### src/rtl/hazard_pkg.sv
// Shared types and constants for the pipeline hazard controller.
// Holds the controller state enum, forward-select encoding and the
// forwarding priority helper used for both execute operands.
package hazard_pkg;

    typedef enum logic {
        RUN     = 1'b0,
        MC_WAIT = 1'b1
    } hz_state_t;

    typedef logic [1:0] fwd_sel_t;

    localparam fwd_sel_t FWD_RF = 2'b00;
    localparam fwd_sel_t FWD_W  = 2'b01;
    localparam fwd_sel_t FWD_M  = 2'b10;

    // Memory stage wins over writeback; x0 is hardwired zero and never forwarded.
    function automatic fwd_sel_t fwd_select(
        input logic [4:0] rs,
        input logic [4:0] rd_m,
        input logic       we_m,
        input logic [4:0] rd_w,
        input logic       we_w
    );
        fwd_sel_t sel;
        sel = FWD_RF;
        if (we_m && (rd_m != 5'd0) && (rd_m == rs)) begin
            sel = FWD_M;
        end else if (we_w && (rd_w != 5'd0) && (rd_w == rs)) begin
            sel = FWD_W;
        end
        return sel;
    endfunction

endpackage

### src/rtl/sat_counter.sv
// Saturating event counter with synchronous active-low clear.
// Ports: clk, reset (sync, active-low), inc (count enable), cnt (current value).
// Holds at all-ones once reached; never wraps.
module sat_counter #(
    parameter int W = 32
) (
    input  logic         clk,
    input  logic         reset,
    input  logic         inc,
    output logic [W-1:0] cnt
);

    logic [W-1:0] cnt_q;
    logic [W-1:0] cnt_d;

    always_comb begin
        cnt_d = cnt_q;
        if (inc && (cnt_q != {W{1'b1}})) begin
            cnt_d = cnt_q + W'(1);
        end
    end

    always_ff @(posedge clk) begin
        if (!reset) begin
            cnt_q <= '0;
        end else begin
            cnt_q <= cnt_d;
        end
    end

    assign cnt = cnt_q;

endmodule

### src/rtl/hazard_ctrl.sv
// Hazard controller for the 5-stage RV32 core: stalls, flushes, execute
// forwarding selects and the start/done handshake with the iterative mul/div.
// Ports: decode/execute/memory/writeback register ids and enables in; stall,
// flush, forward-select, mc_start, sticky mc_timeout and event counters out.
module hazard_ctrl
    import hazard_pkg::*;
#(
    parameter int CNT_W      = 32,
    parameter int MC_TIMEOUT = 64
) (
    input  logic             clk,
    input  logic             reset,
    input  logic [4:0]       Rs1D,
    input  logic [4:0]       Rs2D,
    input  logic [4:0]       Rs1E,
    input  logic [4:0]       Rs2E,
    input  logic [4:0]       RdE,
    input  logic             LoadE,
    input  logic             MulDivE,
    input  logic             PCSrcE,
    input  logic [4:0]       RdM,
    input  logic [4:0]       RdW,
    input  logic             RegWriteM,
    input  logic             RegWriteW,
    input  logic             mc_done,
    output logic             mc_start,
    output logic             StallF,
    output logic             StallD,
    output logic             StallE,
    output logic             FlushD,
    output logic             FlushE,
    output logic             FlushM,
    output logic [1:0]       ForwardAE,
    output logic [1:0]       ForwardBE,
    output logic             mc_timeout,
    output logic [CNT_W-1:0] stall_cnt,
    output logic [CNT_W-1:0] flush_cnt
);

    localparam int WAIT_W = (MC_TIMEOUT > 1) ? $clog2(MC_TIMEOUT) : 1;
    localparam logic [WAIT_W-1:0] WAIT_LAST = WAIT_W'(MC_TIMEOUT - 1);

    hz_state_t         state_q, state_d, cur_state;
    logic [WAIT_W-1:0] wait_q, wait_d;
    logic              timeout_q, timeout_d;
    logic              load_use;
    logic              branch_flush;

    assign ForwardAE = fwd_select(Rs1E, RdM, RegWriteM, RdW, RegWriteW);
    assign ForwardBE = fwd_select(Rs2E, RdM, RegWriteM, RdW, RegWriteW);

    assign load_use = LoadE && (RdE != 5'd0) && ((RdE == Rs1D) || (RdE == Rs2D));

    // While reset is held the outputs behave as in RUN, so a pending MC_WAIT
    // is dropped without ever re-entering the wait handshake.
    assign cur_state = reset ? state_q : RUN;

    always_comb begin
        mc_start     = 1'b0;
        StallF       = 1'b0;
        StallD       = 1'b0;
        StallE       = 1'b0;
        FlushD       = 1'b0;
        FlushE       = 1'b0;
        FlushM       = 1'b0;
        branch_flush = 1'b0;
        state_d      = state_q;
        wait_d       = wait_q;
        timeout_d    = timeout_q;
        case (cur_state)
            RUN: begin
                if (PCSrcE) begin
                    // Decode holds a wrong-path instruction, so any load-use
                    // hazard against it is irrelevant.
                    FlushD       = 1'b1;
                    FlushE       = 1'b1;
                    branch_flush = 1'b1;
                end else if (load_use) begin
                    StallF = 1'b1;
                    StallD = 1'b1;
                    FlushE = 1'b1;
                end else if (MulDivE) begin
                    mc_start = 1'b1;
                    StallF   = 1'b1;
                    StallD   = 1'b1;
                    StallE   = 1'b1;
                    FlushM   = 1'b1;
                    state_d  = MC_WAIT;
                    wait_d   = '0;
                end
            end
            MC_WAIT: begin
                if (mc_done) begin
                    // Stalls drop in this cycle so the result moves into E/M.
                    state_d = RUN;
                end else if (wait_q == WAIT_LAST) begin
                    timeout_d = 1'b1;
                    state_d   = RUN;
                end else begin
                    StallF = 1'b1;
                    StallD = 1'b1;
                    StallE = 1'b1;
                    FlushM = 1'b1;
                    wait_d = wait_q + WAIT_W'(1);
                end
            end
            default: begin
                state_d = RUN;
            end
        endcase
    end

    always_ff @(posedge clk) begin
        if (!reset) begin
            state_q   <= RUN;
            wait_q    <= '0;
            timeout_q <= 1'b0;
        end else begin
            state_q   <= state_d;
            wait_q    <= wait_d;
            timeout_q <= timeout_d;
        end
    end

    assign mc_timeout = timeout_q;

    sat_counter #(.W(CNT_W)) u_stall_cnt (
        .clk   (clk),
        .reset (reset),
        .inc   (StallD),
        .cnt   (stall_cnt)
    );

    sat_counter #(.W(CNT_W)) u_flush_cnt (
        .clk   (clk),
        .reset (reset),
        .inc   (branch_flush),
        .cnt   (flush_cnt)
    );

    illegal_branch_muldiv: assert property (@(posedge clk) disable iff (!reset)
        !(PCSrcE && MulDivE));

endmodule
### config.mk
export PLATFORM = sky130hd
export DESIGN_NAME = hazard_ctrl
export DESIGN_NICKNAME = d
export VERILOG_FILES = /design/src/rtl/hazard_pkg.sv /design/src/rtl/sat_counter.sv /design/src/rtl/hazard_ctrl.sv
export SDC_FILE = /design/constraint.sdc
export NUM_CORES = 1
export LEC_CHECK = 0
export CAP_MARGIN = 20
export CORE_MARGIN = 4
export CORE_UTILIZATION = 48
export DETAILED_ROUTE_END_ITERATION = 16
export PLACE_DENSITY = 0.8
export SETUP_SLACK_MARGIN = 0.15
export SLEW_MARGIN = 20
export SYNTH_ARGS = -nofsm -noshare
export SYNTH_HDL_FRONTEND = slang
export SYNTH_SLANG_ARGS = --single-unit
export TNS_END_PERCENT = 5
### constraint.sdc
create_clock -name clk -period 4.1 [get_ports clk]
set_clock_uncertainty 0.15 [all_clocks]
set_input_delay 1.23 -clock clk [delete_from_list [all_inputs] [get_ports clk]]
set_output_delay 1.23 -clock clk [all_outputs]
set_load 0.01 [all_outputs]
==> flow_metrics.py <==
metrics = {
    "timing": {
        "rsz0062_at_grt": "yes",
        "fin_tns_setup_ps": 0,
        "min_period_ps": 4043,
        "slew_viol_final": 0,
        "setup_ws_ps": 57.21,
        "worst_slew_pin_slew_ps": 665.5,
        "setup_viol": 0,
        "fin_crit_sh_pct": 98.60,
        "max_slew_margin_pct": 55.23,
        "hold_viol_final": 0,
        "timing.fmax_ghz": 0.2474,
    },
    "pwr": {
        "vdd.ir_drop.worst_v": 0.0001679,
        "power_density_nw_per_um2": 269.0,
        "leakagePower_uw": 0.002145,
        "power.total_uw": 1608,
    },
    "global_routing": {
        "grt_overflow": 0,
        "grt_first_pass_wirelength_um": 20070,
        "grt_util_all_layers_pct": 23.71,
        "grt_pass1_vias": 4270,
        "antenna_found_initial": 3,
        "grt_max_degree": 55,
    },
    "floorplanning": {
        "die_w_um": 101.3,
        "die_h_um": 101.3,
        "initial_utilization_pct": 50.14,
        "io_pins": 119,
        "rows": 33,
        "dieArea_um2": 10270,
        "core-area_um2": 8341,
    },
    "place": {
        "gp_congestion": 0.9240,
        "pre_cts_ws_ps": -678.2,
        "port_buffers": 118,
        "dpl.hpwl_um": 8795,
        "place_area_um2": 5637,
    },
    "worst_hold_path": {
        "hold_path.class": "flip-flop to flip-flop",
    },
    "synth": {
        "yosysSeqAreaShare_pct": 34.47,
        "synth_nets": 551,
        "netlist_instances": 505,
        "ys_warn_count": 0,
        "ys_seq_elements": 72,
        "async_reset_ff_share_pct": 0,
        "ys.flop_type": "dfxtp_1",
        "yosysUniqueCellTypes": 61,
        "synth-edff-count": 0,
        "syn_area_um2": 4182,
        "syn_area_per_cell_um2": 8.280,
    },
    "critical_path": {
        "arrival_ps": 2660,
        "crit_top_cell": "buf_6",
        "max_stage_delay_ps": 540,
        "path_cells": "buf_6 -> or4_4 -> o21ai_4 -> buf_6 -> nor4_4 -> nor4_2 -> buf_2",
        "worst-setup-path-type": "input port to primary output",
        "endpoint_kind": "primary output",
        "cp_slowest_cell": "or4_4",
        "critPathMaxFanout": 2,
        "cp-start-kind": "input port",
        "cp_top_family": "simple AND/OR/NAND/NOR gates",
        "cp.required_ps": 2720,
        "path_buf_inv": 3,
    },
    "outcome": {
        "outcome": "completed",
    },
    "final_layout": {
        "drive_gt1_share_pct": 16.03,
        "fill_cells": 646,
        "fin_nets": 696,
        "final_area_um2": 5979,
        "area_growth_pct": 43.00,
    },
    "clocking": {
        "ctsRootBufferMaster": "clkbuf_8",
        "numCtsBuffers": 9,
        "ctsHoldBuffers": 0,
        "cts_tree": "built",
        "cts.clk_slew.worst_paths_ps": 70,
        "cts_sinks": 72,
        "clockBufferDepth": 2,
        "clk_latency_ps": 350,
        "ctsHtreeMaxLevel": 3,
    },
    "run": {
        "cap_violations": 0,
    },
    "routing": {
        "vias": 4502,
        "drt_iter0_drc": 310,
        "dr.pass1.iters": 6,
        "routedWlPerCell_um": 16.28,
        "ant_nets": 0,
        "routed_wl_um": 12420,
        "drcViolationCount": 0,
        "vias_per_cell": 5.900,
    },
}
[logic make-up after synthesis]
group | synth area share (%)
adders and majority gates | 0.8978
and+or+nand+nor | 32.74
xor gates and xnor gates | 11.73
AOI/OAI and AO/OA | 13.88
DFF | 34.47
muxes | 1.676
buffers and inverters | 4.608
[area by class of cell]
| class | count | area [µm²] | area share [%] |
|---|---|---|---|
| Clock inverter | 5 | 102.6 | 1.716 |
| Multi-Input combinational cell | 396 | 2656 | 44.42 |
| Tap cell | 105 | 131.4 | 2.197 |
| Inverter | 12 | 47.55 | 0.7951 |
| Clock buffer | 11 | 151.4 | 2.532 |
| Timing Repair Buffer | 159 | 1441 | 24.11 |
| Sequential cell | 72 | 1441 | 24.11 |
| Antenna cell | 3 | 7.507 | 0.1255 |
[timing repair]
item,in CTS,in global routing
pin swaps,12,21
cloned,0,0
setup buffers,3,1
endpoints found under the setup margin,11,10
resized for setup,74,43
[worst reg2reg max path: cells and delay by family (launching register included)]
kind,cells,cell delay (ps)
AOI/OAI and AO/OA,1,140
adders and majority gates,1,290
DFF,1,450
and+or+nand+nor,5,1770
[metrics by stage]
stage	utilization, %	instances	hold slack [ps]
after floorplan	-	505	302.1
after global placement	67.58	740	319.0
after detailed placement	67.58	740	328.7
after CTS	70.88	759	342.9
after global routing	71.66	762	384.6
final	71.69	763	342.4
[registers in the layout, summed over array words and instances (netlist names)]
signal and cells:
mc_timeout 1, u_flush_cnt.cnt 32, u_stall_cnt.cnt 32, wait_q 6
state_q 1
[Yosys cell counts, types with 15 or more instances]
library cell  number  area [µm²]
xor2_1            31       271.5
nand3_1           26       130.1
or4_1             24       180.2
dfxtp_1           72        1441
nand4_1           19       118.9
xnor2_1           25       219.0
nand2_1           42       157.7
a21oi_1           30       150.1
nor3_1            15       75.07
o31ai_1           18       135.1
nor2_1            38       142.6
[cells in the final DEF (no fill, tap or decap), types with 6 or more instances in the layout]
cell             count
dfxtp_1             72
clkdlybuf4s50_1     75
o41ai_1              6
o21ai_0             10
and2_1               6
a21oi_1             30
nor4_1              10
nand2_1             41
clkbuf_2             9
nor3_1              13
xor2_1              31
nand3_1             26
inv_1               11
dlymetal6s2s_1      11
buf_4               39
nand4_1             19
nand2b_1             7
o31ai_1             18
clkbuf_8            11
and4_1               6
xnor2_1             25
or3_1                6
and3_1              11
or4_1               21
dlygate4sd2_1       13
nor2_1              37
mux2i_1              7
[where the power goes]
| part | switching [µW] | total, µW | internal, µW |
|---|---|---|---|
| logic | 97.4 | 192 | 94.6 |
| registers | 7.19 | 711 | 703 |
| clock network | 270 | 706 | 436 |
[metal layers]
metal	global-route usage (%)	wire (µm)	vias up
li1	-	-	2178
met1	29.92	5347	2126
met2	39.79	5945	180
met3	6.267	995	18
met4	6.953	134	0
met5	0	0	-
[final timing paths]
kind / startpoint / to / slack (ps) / cells after the start
max: RdM[4] / ForwardBE[0] / 60 / 7
min reg2reg: wait_q[1] / wait_q[1] / 340 / 2
max reg2reg: u_stall_cnt.cnt[1] / u_stall_cnt.cnt[26] / 1250 / 7
min: wait_q[1] / wait_q[1] / 340 / 2
Note: power is estimated with default switching activity, not from simulation.
